[config.mk]
export PLATFORM = sky130hd
export DESIGN_NAME = memory_stage
export DESIGN_NICKNAME = d
export VERILOG_FILES = /design/src/rtl/memory_stage_pkg.sv /design/src/rtl/memory_stage_load_aligner.sv /design/src/rtl/memory_stage.sv
export SDC_FILE = /design/constraint.sdc
export NUM_CORES = 1
export LEC_CHECK = 0
export CORE_AREA = 2 2 181 183
export CTS_CLUSTER_DIAMETER = 80
export CTS_CLUSTER_SIZE = 25
export DETAILED_ROUTE_END_ITERATION = 7
export DIE_AREA = 0 0 183 185
export PLACE_DENSITY_LB_ADDON = 0.12
export SETUP_SLACK_MARGIN = 0.15
export SLEW_MARGIN = 30
export SYNTH_ARGS = -nofsm -noshare
export SYNTH_HDL_FRONTEND = slang
export SYNTH_HIERARCHICAL = 1
export SYNTH_SLANG_ARGS = --single-unit
[constraint.sdc]
create_clock -name clk -period 6 [get_ports clk]
set_input_delay 0.6 -clock clk [delete_from_list [all_inputs] [get_ports clk]]
set_output_delay 0.6 -clock clk [all_outputs]
set_load 0.01 [all_outputs]
[src/rtl/memory_stage_pkg.sv]
// Shared types for the memory stage: bus access sizes, FSM states, pipeline status
// and forwarding records. Lane-select helpers live here so the bench can reuse names.
package memory_access;
  typedef enum logic [1:0] {BYTE, HALF, WORD} size_t;
  typedef enum logic [1:0] {IDLE, WAIT, HOLD} state_t;

  // Half and word accesses snap to their natural boundary.
  function automatic logic [1:0] eff_offset(size_t size, logic [1:0] a);
    case (size)
      BYTE:    return a;
      HALF:    return {a[1], 1'b0};
      default: return 2'b00;
    endcase
  endfunction

  function automatic logic [3:0] lane_select(size_t size, logic [1:0] a);
    case (size)
      BYTE:    return 4'b0001 << a;
      HALF:    return 4'b0011 << a;
      default: return 4'b1111;
    endcase
  endfunction
endpackage

package pipeline_status;
  typedef enum logic [2:0] {BUBBLE = 3'd0, VALID, MISALIGNED_LOAD, MISALIGNED_STORE} forwards_t;
  typedef enum logic [1:0] {READY = 2'd0, STALL, JUMP} backwards_t;
endpackage

package instruction;
  typedef struct packed {
    logic [4:0]            rd_address;
    logic                  rd_write;
    logic                  load;
    logic                  store;
    memory_access::size_t  size;
    logic                  mem_unsigned;
  } t;
endpackage

package forwarding;
  typedef struct packed {
    logic        valid;
    logic [4:0]  rd_address;
    logic [31:0] data;
  } t;
endpackage

[src/rtl/memory_stage_load_aligner.sv]
// Combinational load alignment: shift the read word down to the accessed lane,
// then sign- or zero-extend to 32 bits.
module load_aligner
  import memory_access::*;
(
  input  logic [31:0] i_rdata,
  input  logic [1:0]  i_offset,
  input  size_t       i_size,
  input  logic        i_unsigned,
  output logic [31:0] o_data
);
  logic [31:0] w_shifted;

  assign w_shifted = i_rdata >> {i_offset, 3'b000};

  always_comb begin
    o_data = w_shifted;
    case (i_size)
      BYTE:    o_data = {{24{~i_unsigned & w_shifted[7]}}, w_shifted[7:0]};
      HALF:    o_data = {{16{~i_unsigned & w_shifted[15]}}, w_shifted[15:0]};
      default: o_data = w_shifted;
    endcase
  end
endmodule

[src/rtl/memory_stage.sv]
// Memory pipeline stage: single-outstanding load/store bus master with result register.
// Optional MEMORY_STAGE_MISALIGN_TRAP_EN turns misaligned half/word accesses into traps.
module memory_stage
  import memory_access::*;
  import pipeline_status::*;
(
  input  logic          clk,
  input  logic          rst,
  input  logic [31:0]   source_data_in,
  input  logic [31:0]   rd_data_in,
  input  instruction::t instruction_in,
  input  logic [31:0]   program_counter_in,
  input  logic [31:0]   next_program_counter_in,
  output logic [31:0]   rd_data_reg_out,
  output instruction::t instruction_reg_out,
  output logic [31:0]   program_counter_reg_out,
  output logic [31:0]   next_program_counter_reg_out,
  output forwarding::t  forwarding_out,
  input  forwards_t     status_forwards_in,
  output forwards_t     status_forwards_out,
  input  backwards_t    status_backwards_in,
  output backwards_t    status_backwards_out,
  input  logic [31:0]   jump_address_backwards_in,
  output logic [31:0]   jump_address_backwards_out,
  output logic          mem_req_out,
  output logic          mem_we_out,
  output logic [31:0]   mem_addr_out,
  output logic [3:0]    mem_sel_out,
  output logic [31:0]   mem_wdata_out,
  input  logic          mem_ack_in,
  input  logic [31:0]   mem_rdata_in
);
  state_t      r_state;
  logic        r_jump_pending;
  logic [31:0] r_rdata;

  logic        w_is_mem, w_misaligned, w_access, w_start, w_req;
  logic        w_wait_stall, w_ds_stall, w_advance;
  logic [1:0]  w_offset;
  logic [31:0] w_load_data, w_result, w_wdata;
  forwards_t   w_status_next;

  assign w_is_mem = (status_forwards_in == VALID) && (instruction_in.load || instruction_in.store);

`ifdef MEMORY_STAGE_MISALIGN_TRAP_EN
  assign w_misaligned = w_is_mem &&
    ((instruction_in.size == HALF && rd_data_in[0]) ||
     (instruction_in.size == WORD && rd_data_in[1:0] != 2'b00));
`else
  assign w_misaligned = 1'b0;
`endif

  assign w_access = w_is_mem && !w_misaligned;
  // A fresh access is not launched under JUMP: it is wrong-path and a store would be irreversible.
  assign w_start  = w_access && (status_backwards_in != JUMP);
  assign w_offset = eff_offset(instruction_in.size, rd_data_in[1:0]);

  assign w_req        = rst && ((r_state == IDLE && w_start) || r_state == WAIT);
  assign w_wait_stall = w_req && !mem_ack_in;
  assign w_ds_stall   = (status_backwards_in == STALL);
  assign w_advance    = !w_ds_stall && !w_wait_stall;

  always_comb begin
    w_wdata = source_data_in;
    case (instruction_in.size)
      BYTE:    w_wdata = {4{source_data_in[7:0]}};
      HALF:    w_wdata = {2{source_data_in[15:0]}};
      default: w_wdata = source_data_in;
    endcase
  end

  assign mem_req_out   = w_req;
  assign mem_we_out    = w_req && instruction_in.store;
  assign mem_addr_out  = w_req ? {rd_data_in[31:2], 2'b00} : 32'h0;
  assign mem_sel_out   = w_req ? lane_select(instruction_in.size, w_offset) : 4'b0000;
  assign mem_wdata_out = (w_req && instruction_in.store) ? w_wdata : 32'h0;

  load_aligner u_load_aligner (
    .i_rdata    ((r_state == HOLD) ? r_rdata : mem_rdata_in),
    .i_offset   (w_offset),
    .i_size     (instruction_in.size),
    .i_unsigned (instruction_in.mem_unsigned),
    .o_data     (w_load_data)
  );

  assign w_result = w_misaligned ? rd_data_in :
                    (w_access && instruction_in.load) ? w_load_data : rd_data_in;

  // While our own access is pending and downstream is free, feed it bubbles so nothing repeats.
  always_comb begin
    w_status_next = status_forwards_in;
    if (status_backwards_in == JUMP || r_jump_pending || w_wait_stall)
      w_status_next = BUBBLE;
    else if (w_misaligned)
      w_status_next = instruction_in.load ? MISALIGNED_LOAD : MISALIGNED_STORE;
  end

  assign status_backwards_out       = (w_wait_stall || w_ds_stall) ? STALL : status_backwards_in;
  assign jump_address_backwards_out = jump_address_backwards_in;

  assign forwarding_out.valid      = (status_forwards_out == VALID) && instruction_reg_out.rd_write;
  assign forwarding_out.rd_address = instruction_reg_out.rd_address;
  assign forwarding_out.data       = rd_data_reg_out;

  always_ff @(posedge clk or negedge rst) begin
    if (!rst) begin
      r_state                      <= IDLE;
      r_jump_pending               <= 1'b0;
      r_rdata                      <= 32'h0;
      status_forwards_out          <= BUBBLE;
      rd_data_reg_out              <= 32'h0;
      instruction_reg_out          <= '0;
      program_counter_reg_out      <= 32'h0;
      next_program_counter_reg_out <= 32'h0;
    end else begin
      case (r_state)
        IDLE:    if (w_req) begin
                   if (!mem_ack_in)     r_state <= WAIT;
                   else if (w_ds_stall) r_state <= HOLD;
                 end
        WAIT:    if (mem_ack_in) r_state <= w_ds_stall ? HOLD : IDLE;
        HOLD:    if (!w_ds_stall) r_state <= IDLE;
        default: r_state <= IDLE;
      endcase
      if (w_req && mem_ack_in)
        r_rdata <= mem_rdata_in;
      // A JUMP seen mid-access lets the bus cycle finish but discards its result.
      if (status_backwards_in == JUMP && w_wait_stall)
        r_jump_pending <= 1'b1;
      else if (w_advance)
        r_jump_pending <= 1'b0;
      if (!w_ds_stall)
        status_forwards_out <= w_status_next;
      if (w_advance) begin
        rd_data_reg_out              <= w_result;
        instruction_reg_out          <= instruction_in;
        program_counter_reg_out      <= program_counter_in;
        next_program_counter_reg_out <= next_program_counter_in;
      end
    end
  end
endmodule
## Word level (Yosys, flattened, before mapping)

Index checks and enable logic that the tools add are counted.

- Equal/unequal tests: 12
- Shift-type cells: 3
- Multiplexer cells: 20
- Bitwise gates (word level): 3
- Reduce and logical (&&, ||, !) cells: 23

Operators with widths:

| kind | count |
|---|---|
| $mux 32 | 4 |
| $pmux 32 s2 | 2 |
| $shr 32x5->32 | 1 |
| $mux 2 | 7 |
| $logic_and 1x1->1 | 11 |
| $ne 2x2->1 const B | 4 |
| $pmux 4 s2 | 1 |
| $eq 2x1->1 const B | 3 |
| $eq 3x1->1 const B | 2 |
| $pmux 2 s3 | 1 |
| $logic_or 1x1->1 | 5 |
| $eq 2x2->1 const B | 2 |
| $logic_not 2->1 | 2 |
| $mux 4 | 1 |
| $pmux 2 s2 | 1 |
| $reduce_and 4->1 | 1 |
| $shl 1x2->4 const A | 1 |
| $shl 2x2->4 const A | 1 |
| $logic_not 1->1 | 3 |
| $mux 3 | 1 |
| $ne 3x3->1 const B | 1 |
| $and 1x1->1 | 2 |
| $mux 1 | 2 |
| $reduce_bool 2->1 | 1 |
| $not 1->1 | 1 |

- Register bits after elaboration: 145
- Input port bits: 211
- Output and inout port bits: 252

## Logic depth before layout (Yosys ltp)

Gate-level depths: netlist (run 1).

- Word-level depth: 11
- Gate-level depth with buffers: 10
- Mapped depth without buffers: 7

## By module

Netlist (run 1), hierarchy kept.

By module, submodules not included:

| module | instances | cells an instance | area an instance (um^2) |
|---|---|---|---|
| memory_stage | 1 | 653 | 7449.6 |
| load_aligner | 1 | 103 | 768.2 |

## Worst setup path after synthesis (run 1)

No wires, ideal clock.

- Path kind: input to output
- Start: input status_forwards_in[1]
- End: output mem_wdata_out[12]
- Data arrival time: 2192 ps
- Data required time: 5400 ps
- Slack: 3208 ps
- Stages on the path: 7
- Path through: or3b_1 o31ai_4 nand2_2 inv_2 nand2_1 clkbuf_1 a21oi_1

- Cells in the longest elaborated chain, start to end: 8

RTL lines:

| what | line | source |
|---|---|---|
| start, declared | memory_stage.sv:19 | `input forwards_t status_forwards_in,` |
| $eq 3x1->1 | memory_stage.sv:43 | `assign w_is_mem = (status_forwards_in == VALID) && (instruction_in.load \|\| instruction_in.store);` |
| $logic_and 1x1->1 | memory_stage.sv:43 |  |
| $logic_and 1x1->1 | memory_stage.sv:55 | `assign w_start = w_access && (status_backwards_in != JUMP);` |
| $logic_and 1x1->1 | memory_stage.sv:58 | `assign w_req = rst && ((r_state == IDLE && w_start) \|\| r_state == WAIT);` |
| $logic_or 1x1->1 | memory_stage.sv:58 |  |
| $logic_and 1x1->1 | memory_stage.sv:58 |  |
| net mem_req_out | memory_stage.sv:25 | `output logic mem_req_out,` |
| $logic_and 1x1->1 | memory_stage.sv:76 | `assign mem_wdata_out = (w_req && instruction_in.store) ? w_wdata : 32'h0;` |
| $mux 32 | memory_stage.sv:76 |  |
| end, declared | memory_stage.sv:29 | `output logic [31:0] mem_wdata_out,` |

The timed path passes the listed nets, and every way through them passes these cells.

## Worst setup path in the final report (run 1)

- Start: input status_forwards_in[0]
- End: output mem_wdata_out[2]

- Cells in the longest elaborated chain, start to end: 8

RTL lines:

| what | line |
|---|---|
| $eq 3x1->1 | memory_stage.sv:43 |
| $logic_and 1x1->1 | memory_stage.sv:43 |
| $logic_and 1x1->1 | memory_stage.sv:55 |
| $logic_and 1x1->1 | memory_stage.sv:58 |
| $logic_or 1x1->1 | memory_stage.sv:58 |
| $logic_and 1x1->1 | memory_stage.sv:58 |
| $logic_and 1x1->1 | memory_stage.sv:76 |
| $mux 32 | memory_stage.sv:76 |

Every way passes these cells.

==> results.txt, run 1 <==
- The repair_antennas step left the layout with diodes totalling 0.
- Fraction of layout cells with a size suffix above 1: 18.3%
* PostCTS Resize Cnt: 0
* Cell types occupying the most area after synthesis: sky130_fd_sc_hd__dfrtp_1 (44%), sky130_fd_sc_hd__mux2_2 (18%), sky130_fd_sc_hd__mux2i_1 (7.8%)
- Grt ovf: 0
- Clock tree skew after final layout: 8.08 ps
- Worst endpoint required time: 5400 ps
- Dividing the detail-routed via count by the number of cells gives between 4 and 5.
- Entering global routing, the biggest net connects 65 pins.
- Dividing total power by cell area gives a power density of 241 nW/um^2.
- Routed length per placed instance: around 19 microns
- At the end of the flow the core is filled with cells to roughly two fifths.
- RSZ-0062 raised after global routing: no
- Leakage power summed over all cells: 5.07 nW
- Length of the first detailed-routing pass in iterations: 5
- Kind of start point of the critical path: input port
- Run status: finished, final reports clean
- TritonCTS built the clock tree.
- In this run the mean area of a mapped cell was 10.9 sq um.
* HP Class: in -> async
* Number of buffers added for setup after CTS: 0
- Class of the most critical setup path: in -> out
- Via count of the first global-routing pass: between 6000 and 7000
* Sequential-to-total area share from yosys stat: 44.2%
* Die area: 33900 sq um
- Summing every instance area after synthesis gives 8220 sq um.
- The count of nets left with antenna violations once routing finished came out at 0.
- In the final layout, the multi-input gates occupy 3800 sq um.
- Leaving out fill and tap cells, the most frequent cell in the layout is sky130_fd_sc_hd__clkdlybuf4s50_1.
* Overall die width: between 150 and 200 microns
- Overall power consumption after layout is estimated at approximately 3.0 mW.
- Initial drt markers: 216
- Total routing usage reported by global routing: 16.0%
- The netlist uses 40 different library cells.
* Final clock period utilization by the worst path: around four fifths
- R2r endpoint: rd_data_reg_out[18]
- During synthesis, Yosys emitted a total of 6 warnings.
- After detailed placement, the total cell area comes to 12000 sq um.
- Endpoint arrival time on the critical path: between 4000 and 5000 ps
- STA classifies the critical path endpoint as an output port.
- The finished cells cover 12600 sq um.
- Number of ports placed on the die boundary: roughly 460
- Clock net sink count: roughly 150
- Hold repair after CTS inserted 0 buffers.
* Area of the placeable core: 32000 sq um
- Largest buffer count on any clock path: 2
* Max-Cap Viols: 0
* Wire length of the first global-routing pass: between 40000 and 50000 microns
- The count of endpoints failing hold in the final timing report is 0.
- Counting the fill cells in the layout gives roughly 3200.
- DR vias: 6696
* Number of cell instances on the worst register-to-register path: 8
- Library cell with the largest summed area after synthesis: sky130_fd_sc_hd__dfrtp_1
- Commonest cells after routing, fill and taps aside: sky130_fd_sc_hd__clkdlybuf4s50_1 (395), sky130_fd_sc_hd__dfrtp_1 (145), sky130_fd_sc_hd__mux2_2 (129), sky130_fd_sc_hd__a21oi_1 (71), sky130_fd_sc_hd__nor2_1 (67)
- At the end of the flow, the number of nets in the layout was 1278.
- Register-to-register setup slack: between 3000 and 4000 ps
* P&R area growth vs syn: 53.3%
- Max-slew headroom: 43.9%
- After synthesis the netlist holds a flip-flop and latch count of between 100 and 150.
- Port Buffer Count: 396
- After synthesis, the largest area contributor takes up 44.2% of total cell area.
* Transition time at the pin with the least slew margin: about 840 ps
* Maximum clock frequency: about 210 MHz
- The worst register-to-register path begins at r_state[1].
* Number of antenna violations at the first check in global routing: 1
- Reg clk slew, reported paths: ~60 ps
- Effective utilization at floorplan: around a quarter
- Number of pins with negative max-slew slack in the final report: 0
- Sequential cell area in the final layout: 3630 sq um
* Number of H-tree levels: 4
* VDD IR max: 0.172 mV
* Period minus WS final: 4680 ps
- Of all nets on the critical path, the largest fanout is 32.
- Post-route DRC violation count: 0
* Vertical die dimension: 185 microns
- Setup violations remaining at the end of the flow were counted as 0.
- Total Routed Length: approximately 28000 microns
- Counting every instance in the synthesized netlist gives 756.
* Final weighted congestion in routability-driven placement: between 0.7 and 0.8
- Detailed placement finished with a half-perimeter wire length of 21100 microns.
* Source-to-sink clock delay at the later pin of the worst-skew pair: between 400 and 500 ps
- Row generation in the floorplan step produced 66 rows.
* Number of CTS-inserted buffers: 17
* Clock root cell: sky130_fd_sc_hd__clkbuf_16
* Sum of negative setup slack: 0 ps
## layer usage
layer | GRT usage [%] | up-vias | wire, microns
li1 | - | 3205 | -
met1 | 18.8 | 3235 | 11400
met2 | 28.2 | 234 | 13900
met3 | 5.23 | 20 | 2080
met4 | 3.94 | 2 | 290
met5 | 0 | - | 13
## synth_stat cells
master                      instances
sky130_fd_sc_hd__o211ai_1           3
sky130_fd_sc_hd__mux2_2           129
sky130_fd_sc_hd__conb_1             1
sky130_fd_sc_hd__and2_1             9
sky130_fd_sc_hd__nor4bb_1           1
sky130_fd_sc_hd__and3_1            30
sky130_fd_sc_hd__o221ai_4           1
sky130_fd_sc_hd__nand2_1           26
sky130_fd_sc_hd__o31ai_1            1
sky130_fd_sc_hd__clkbuf_1          21
sky130_fd_sc_hd__o21ai_0            2
sky130_fd_sc_hd__mux2i_1           64
sky130_fd_sc_hd__nand3b_1           1
sky130_fd_sc_hd__nor2_1            68
sky130_fd_sc_hd__nand2b_1           1
sky130_fd_sc_hd__a221oi_4           1
sky130_fd_sc_hd__buf_2             16
sky130_fd_sc_hd__buf_1              3
sky130_fd_sc_hd__nor2b_1           16
sky130_fd_sc_hd__nand2_2            2
sky130_fd_sc_hd__nor2_2             1
sky130_fd_sc_hd__o22ai_1            8
sky130_fd_sc_hd__or2_2             11
sky130_fd_sc_hd__mux2_1            11
sky130_fd_sc_hd__buf_4             73
sky130_fd_sc_hd__or3b_1             1
sky130_fd_sc_hd__and2b_1            1
sky130_fd_sc_hd__o31ai_4            1
sky130_fd_sc_hd__buf_6              7
sky130_fd_sc_hd__mux2_4             2
sky130_fd_sc_hd__inv_1              5
sky130_fd_sc_hd__a31oi_2            1
sky130_fd_sc_hd__nor3_1             4
sky130_fd_sc_hd__nor2_4             1
sky130_fd_sc_hd__xnor2_1            1
sky130_fd_sc_hd__o2bb2ai_1          8
sky130_fd_sc_hd__a211oi_1           7
sky130_fd_sc_hd__inv_2              1
sky130_fd_sc_hd__dfrtp_1          145
sky130_fd_sc_hd__a21oi_1           71
## worst max path at each step
stage | depth (start not counted) | slack, ps | startpoint | end
global placement | 10 | 1330 | status_forwards_in[0] | mem_wdata_out[7]
global route | 10 | 1070 | status_forwards_in[0] | mem_wdata_out[3]
floorplan | 7 | 3210 | status_forwards_in[1] | mem_wdata_out[12]
detailed placement | 10 | 1240 | status_forwards_in[0] | mem_wdata_out[0]
finish | 10 | 1320 | status_forwards_in[0] | mem_wdata_out[2]
CTS | 10 | 1240 | status_forwards_in[0] | mem_wdata_out[2]
## sequential cells by signal (all words and copies together), names as in the netlist
signal	flops
r_jump_pending	1
forwarding_out	5
instruction_reg_out	6
r_rdata	32
next_program_counter_reg_out	32
program_counter_reg_out	32
r_state	2
rd_data_reg_out	32
status_forwards_out	3
## stage by stage
stage	setup WS, ps	std cells	hold WS (ps)
2_1_floorplan	3210	757	304
6_report	1320	1486	96.8
4_1_cts	1240	1485	109
5_1_grt	1070	1486	130
3_5_place_dp	1240	1455	477
3_3_place_gp	1330	1455	468
## power breakdown
part / internal, mW / switching [mW] / total (mW)
clock network: 0.596 / 0.410 / 1.01
registers: 1.14 / 0.0847 / 1.22
logic: 0.483 / 0.324 / 0.807
total: 2.22 / 0.819 / 3.03
## worst max-delay path, stage by stage
cell	delay (ps)
sky130_fd_sc_hd__clkdlybuf4s50_1	470
sky130_fd_sc_hd__or3b_1	440
sky130_fd_sc_hd__o31ai_4	260
sky130_fd_sc_hd__buf_4	330
sky130_fd_sc_hd__nand2_2	170
sky130_fd_sc_hd__inv_2	130
sky130_fd_sc_hd__nand2_1	480
sky130_fd_sc_hd__inv_1	450
sky130_fd_sc_hd__and2_1	190
sky130_fd_sc_hd__clkdlybuf4s50_1	540
## logic make-up (layout without fill, tap and decap cells)
group	count (synthesis)	count (layout)	share of synthesized area, %
compound gates	104	104	7.96
xor+xnor	1	1	0.107
buf+inv	126	447	9.97
flops	145	145	44.2
mux	206	206	27.3
other cells	1	2	0.0456
simple gates	173	173	10.4
## layout make-up
cell class | count | area share, %
repair buffers | 411 | 32.5
flip-flops and latches | 145 | 28.8
inverters | 6 | 0.179
clock inverters | 6 | 0.457
well taps | 408 | 4.05
clock buffers | 24 | 3.82
multi-input cells | 486 | 30.1
Note: power is estimated with default switching activity, not from simulation.
==> run 2, diff against run 1 <==
Settings changed: CORE_AREA 2 2 181 183 to 2 2 182 184, DIE_AREA 0 0 183 185 to 0 0 184 186.
Clock period 6 ns to 4.8 ns, I/O delays scaled along.
==> run 2 against run 1 <==
Compared with the run above: first-iteration DRC count up 10%; combinational power up 25%; hold slack better by 390 ps; sequential share of layout area down 0.11 points; routed wire length up 1.5%; largest power group unchanged; critical path depth up 1; critical endpoint is now mem_wdata_out[0].
==> results.txt, run 2 (synthesized netlist as in run 1, its figures left out) <==
* Port Buffer Count: 396 (unchanged)
* RSZ-0062 raised after global routing: no
- The leakage power figure was 5.09 nW (+0.50%).
* VDD IR max: 0.228 mV (+32%)
* Final nets: 1278 (unchanged)
* Number of H-tree levels: 4 (unchanged)
* Number of CTS-inserted buffers: 17 (unchanged)
- Placed standard-cell area: 12000 sq um (+0.10%)
- The detail-routed net length per standard cell came to 18.9 microns (+1.3%).
- The count of endpoints failing hold in the final timing report is 0 (unchanged).
- The layout filler cell count came to 3174 (-0.53%).
- HPWL after detailed placement: 21400 microns (+1.0%)
* Worst-case hold slack: 486 ps (+389 ps)
* Clock tree skew after final layout: 10.9 ps (+2.85 ps)
- HP Class: reg -> reg
* Worst endpoint required time: 4320 ps (-1080 ps)
* Largest net degree at the start of global routing: 76 (+17%)
- The largest driver fanout on the critical path came to 45 (+41%).
- The post-route standard cell area excluding fillers came to 12600 sq um (+0.40%).
- Die area: 34200 sq um (+1.1%)
* Largest buffer count on any clock path: 2 (unchanged)
* Worst Setup End Kind: output port
- Wire length of the first global-routing pass: 41200 microns (+0.54%)
- The worst-margin pin slew came to 930 ps (+91.1 ps).
- Post-route DRC violation count: 0 (unchanged)
* Vias/cell: 4.47 (-0.86%)
- From synthesis to final layout, the design area changed by 53.9%.
- Number of buffers added for setup after CTS: 0 (unchanged)
* Grt ovf: 0 (unchanged)
* Total Routed Length: 28100 microns (+1.5%)
* Reg clk slew, reported paths: 70 ps (about the same)
* Final clock period utilization by the worst path: 83.2%
* Number of setup violations in the final report: 0 (unchanged)
- Fraction of layout cells with a size suffix above 1: 18.7% (+0.43 points)
- The global routing usage summed across all routing layers was 16.0% (+0.024 points).
- The die width is 184 microns (+0.55%).
- Based on the critical path, the design can be clocked at up to roughly 250 MHz.
- Clock root cell: sky130_fd_sc_hd__clkbuf_16
* ANT nets after route: 0 (unchanged)
* Length of the first detailed-routing pass in iterations: 4 (-1)
* Final weighted congestion in routability-driven placement: 0.754 (-0.36%)
- The initial standard-cell utilization of the core was 25.5% (-0.13 points).
* Number of ports placed on the die boundary: 463 (unchanged)
- The number of buffers added to fix hold violations after cts was 1 (+1).
* Initial drt markers: 238 (+10%)
- Number of antenna violations at the first check in global routing: 2 (+1)
- Minimum setup slack in the final design: 806 ps (-509 ps)
- Commonest cells after routing, fill and taps aside: sky130_fd_sc_hd__clkdlybuf4s50_1 (395), sky130_fd_sc_hd__dfrtp_1 (145), sky130_fd_sc_hd__mux2_2 (129), sky130_fd_sc_hd__a21oi_1 (71), sky130_fd_sc_hd__nor2_1 (67)
- Clock net sink count: 145 (unchanged)
* TritonCTS clock tree: done
- The total of cells resized after clock tree synthesis came to 0 (unchanged).
* Setup Slack @ Placement: 1080 ps (-164 ps)
- The total power density per cell area was 309 nW/um^2 (+28%).
- Vertical die dimension: 186 microns (+0.54%)
* Via count of the first global-routing pass: 6748 (-1.7%)
- Sum of negative setup slack: 0 ps (unchanged)
- DR vias: 6652 (-0.66%)
- The placement row count is 66 (unchanged).
* Source-to-sink clock delay at the later pin of the worst-skew pair: 420 ps (about the same)
- Kind of start point of the critical path: input port
* Max-slew headroom: 37.9% (-6.0 points)
- The flow ran to the end, and the final reports show no timing, DRC or antenna violations.
- Number of pins with negative max-slew slack in the final report: 0 (unchanged)
- The number of maximum-capacitance constraint violations is 0 (unchanged).
- The worst setup path is of the in -> out kind.
- Period minus WS final: 3990 ps
- The library cell used most frequently in the layout, excluding fill and tap cells, is sky130_fd_sc_hd__clkdlybuf4s50_1.
* Endpoint arrival time on the critical path: 3510 ps (-570 ps)
* Area of the placeable core: 32200 sq um (+0.52%)
==> run 2: changes by cell type in the layout (fill, tap and decap cells not counted), sizes merged <==
cell | before | now
buf | 16 | 15
clkbuf | 24 | 17
clkinvlp | 1 | 0
diode | 0 | 1
dlygate4sd3 | 0 | 1
inv | 6 | 16
==> run 2: power by group <==
part,internal [mW],switching [mW]
Clock,0.744,0.626
Combinational,0.602,0.407
Sequential,1.42,0.108
Total,2.77,1.14
==> run 2: layer usage <==
layer  vias up  global-route usage [%]  part of all wire, %
li1       3202                       -                    -
met1      3200                    19.2                   42
met2       229                    27.7                   50
met3        17                    5.79                  7.5
met4         4                    2.85                 0.72
met5         -                       0                0.082
==> run 2: final timing paths <==
| path | slack [ps] | from | to | depth (start not counted) |
|---|---|---|---|---|
| min | 490 | next_program_counter_reg_out[29] | next_program_counter_reg_out[29] | 1 |
| min in group asynchronous | 580 | rst | r_rdata[12] | 2 |
| max | 810 | rst | mem_wdata_out[0] | 11 |
| min reg2reg | 490 | next_program_counter_reg_out[29] | next_program_counter_reg_out[29] | 1 |
| max in group asynchronous | 2420 | rst | program_counter_reg_out[19] | 4 |
| max reg2reg | 2010 | r_state[1] | rd_data_reg_out[23] | 7 |
==> run 2: final cells by class <==
type                            count  area, sq um  share of cell area (%)
Timing Repair Buffer              411         4090                    32.4
Multi-Input combinational cell    486         3800                    30.0
Sequential cell                   145         3630                    28.7
Tap cell                          408          510                    4.04
Clock buffer                       17          425                    3.36
Clock inverter                     15          166                    1.32
Inverter                            6         22.5                   0.178
Antenna cell                        1         2.50                  0.0198
==> run 2: per-stage QoR <==
stage | util [%] | power (mW) | instances
2_1_floorplan | - | 2.05 | 757
3_5_place_dp | 37.4 | 2.57 | 1455
3_3_place_gp | 37.4 | 2.56 | 1455
4_1_cts | 39.3 | 3.98 | 1488
5_1_grt | 39.3 | 4.13 | 1488
6_report | 39.3 | 3.91 | 1489
==> run 2: worst max-delay path: stages <==
cell and delay (ps):
sky130_fd_sc_hd__dlygate4sd3_1 560, sky130_fd_sc_hd__buf_6 380, sky130_fd_sc_hd__nor2b_2 220, sky130_fd_sc_hd__buf_4 310, sky130_fd_sc_hd__nand2_2 170, sky130_fd_sc_hd__inv_2 120, sky130_fd_sc_hd__nand2_1 60, sky130_fd_sc_hd__buf_4 220
sky130_fd_sc_hd__inv_1 240, sky130_fd_sc_hd__and2_1 180, sky130_fd_sc_hd__clkdlybuf4s50_1 540
==> run 3, diff against run 2 <==
Clock period 4.8 ns to 3.7 ns, I/O delays scaled along.
==> run 3 against run 2 <==
Compared with the run above: worst setup slack worse by 360 ps; hold slack lost 350 ps; die area is the same; sequential cell count is the same; routed wire length is essentially flat; sequential share of layout area decreased by 0.26 points; clock skew about the same; critical path depth is 2 lower; register-to-register slack lost 1000 ps; core utilization is 0.36 points higher; combinational power grew 30%.
==> results.txt, run 3 (synthesized netlist as in run 1, its figures left out) <==
* Reg2reg start: r_state[1]
- The die width was 184 microns (unchanged).
* Minimum setup slack in the final design: 446 ps (-360 ps)
- Area of the placeable core: 32200 sq um (unchanged)
* Final nets: 1279 (+0.078%)
* Clock root cell: sky130_fd_sc_hd__clkbuf_16
* Clock net sink count: 145 (unchanged)
* HPWL after detailed placement: 21300 microns (-0.23%)
- Effective utilization at floorplan: 25.5% (unchanged)
- Worst Setup End Kind: output port
* Number of ports placed on the die boundary: 463 (unchanged)
- The source-to-sink clock delay at the later pin of the worst-skew pair is 420 ps (about the same).
- Final design utilization: 39.6% (+0.36 points)
- The via count of the first global-routing pass came to 6782 (+0.50%).
- Max-Cap Viols: 0 (unchanged)
- Largest buffer count on any clock path: 2 (unchanged)
* Power density cells: 421 nW/um^2 (+36%)
* TritonCTS clock tree: done
* P&R area growth vs syn: 55.3%
* Grt ovf: 0 (unchanged)
* Critical path capture point: mem_wdata_out[5]
- R2r endpoint: rd_data_reg_out[24]
* Fill count: 3172 (-0.063%)
- Number of antenna violations at the first check in global routing: 4 (+2)
- The proportion of layout cells with a drive suffix above 1 came to 18.7% (about the same).
- The required time of the critical path came to 3330 ps (-990 ps).
- VDD IR max: 0.295 mV (+30%)
- The maximum number of pins on one net before global-route repair came to 143 (+88%).
- The number of nets still failing antenna checks after routing came to 0 (unchanged).
- Commonest cells after routing, fill and taps aside: sky130_fd_sc_hd__clkdlybuf4s50_1 (395), sky130_fd_sc_hd__dfrtp_1 (145), sky130_fd_sc_hd__mux2_2 (129), sky130_fd_sc_hd__a21oi_1 (71), sky130_fd_sc_hd__nor2_1 (67)
- Length of the first detailed-routing pass in iterations: 4 (unchanged)
- The endpoint arrival time on the critical path is 2880 ps (-630 ps).
* Initial drt markers: 263 (+11%)
- The final wirelength was 28100 microns (about the same).
- Period minus WS final: 3250 ps
- Setup Slack @ Placement: 437 ps (-640 ps)
* PostCTS Resize Cnt: 0 (unchanged)
- The largest driver fanout on the critical path is 9 (-80%).
- # hold bufs at CTS: 0 (-1)
* Number of cell instances on the worst register-to-register path: 8 (+1)
- The post-route setup TNS is 0 ps (unchanged).
* Launching element of the worst setup path: status_forwards_in[0]
- Post-route DRC violation count: 0 (unchanged)
- Reg clk slew, reported paths: 60 ps (about the same)
- Placed standard-cell area: 12100 sq um (+0.13%)
* Run status: finished, final reports clean
- Total routing usage reported by global routing: 16.1% (+0.053 points)
* Die area: 34200 sq um (unchanged)
- Routed length per placed instance: 18.9 microns (about the same)
- Maximum clock frequency: approximately 310 MHz
- The slack of the worst reg-to-reg path is 1000 ps (-1010 ps).
* Vertical die dimension: 186 microns (unchanged)
- Post-route cell area: 12800 sq um (+0.91%)
- DR vias: 6656 (+0.060%)
- Row count: 66 (unchanged)
* Clock tree skew after final layout: 10.7 ps (-0.281 ps)
- The max-slew violation total from the final report is 0 (unchanged).
- The min-delay analysis places its worst path in the category in -> async.
- The normalized max-slew margin was 42.2% (+4.3 points).
* Number of CTS-inserted buffers: 17 (unchanged)
- Setup repair after global routing left no endpoint under its margin.
* Wire length of the first global-routing pass: 41000 microns (-0.34%)
- The final count of negative-setup-slack endpoints came to 0 (unchanged).
- Class of the most critical setup path: in -> out
* Vias/cell: 4.47 (about the same)
* Hold violation count in the final report: 0 (unchanged)
- The final RePlAce weighted congestion was 0.750 (-0.53%).
- Number of buffers added for setup after CTS: 0 (unchanged)
- Leaving out fill and tap cells, the most frequent cell in the layout is sky130_fd_sc_hd__clkdlybuf4s50_1.
- Dividing the final minimum period by the clock period gives about 88%.
- The count of port buffers added during placement came to 396 (unchanged).
- The worst-margin pin slew is 864 ps (-65.5 ps).
- Overall Power: 5.37 mW (+38%)
* Leakage power summed over all cells: 5.15 nW (+1.0%)
- STA classifies the critical path startpoint as an input port.
- Number of H-tree levels: 4 (unchanged)
run 3: worst max-delay path, cell delays in order:
cell and delay, ps:
sky130_fd_sc_hd__clkdlybuf4s50_1 470, sky130_fd_sc_hd__or3b_1 450, sky130_fd_sc_hd__o31ai_4 300, sky130_fd_sc_hd__nand2_2 140, sky130_fd_sc_hd__inv_2 120, sky130_fd_sc_hd__nand2_1 70, sky130_fd_sc_hd__inv_1 240, sky130_fd_sc_hd__and2_1 180
sky130_fd_sc_hd__clkdlybuf4s50_1 540
run 3: layout make-up:
class / count / area (sq um) / area share, %
Timing Repair Buffer: 412 / 4100 / 32.1
Multi-Input combinational cell: 486 / 3800 / 29.8
Sequential cell: 145 / 3630 / 28.4
Tap cell: 408 / 510 / 4.00
Clock buffer: 22 / 474 / 3.72
Clock inverter: 10 / 228 / 1.78
Inverter: 6 / 22.5 / 0.176
Antenna cell: 1 / 2.50 / 0.0196
run 3: worst min path at each step:
stage,startpoint,slack (ps),cells after the start,end
finish,rst,130,2,r_rdata[6]
global route,rst,190,2,r_rdata[6]
CTS,rst,180,2,rd_data_reg_out[0]
detailed placement,program_counter_reg_out[2],480,1,program_counter_reg_out[2]
global placement,next_program_counter_reg_out[28],470,1,next_program_counter_reg_out[28]
floorplan,rst,70,0,forwarding_out[32]
run 3: power breakdown:
part | leakage [nW] | switching, mW | internal [mW]
logic | 3.10 | 0.526 | 0.782
clock network | 0.340 | 0.697 | 1.39
registers | 1.71 | 0.138 | 1.84
total | 5.15 | 1.36 | 4.01
run 3: routing by layer:
| layer | track usage [%] | share of wire [%] | up-vias |
|---|---|---|---|
| met2 | 28.2 | 51 | 231 |
| met1 | 19.1 | 41 | 3197 |
| li1 | - | - | 3210 |
| met3 | 5.83 | 7.2 | 12 |
| met5 | 0 | 0.13 | - |
| met4 | 2.50 | 0.45 | 6 |
run 3: metrics by stage:
| stage | hold WS [ps] | instances |
|---|---|---|
| 2_1_floorplan | 74.4 | 757 |
| 3_3_place_gp | 468 | 1457 |
| 3_5_place_dp | 477 | 1457 |
| 4_1_cts | 180 | 1489 |
| 5_1_grt | 189 | 1489 |
| 6_report | 134 | 1490 |
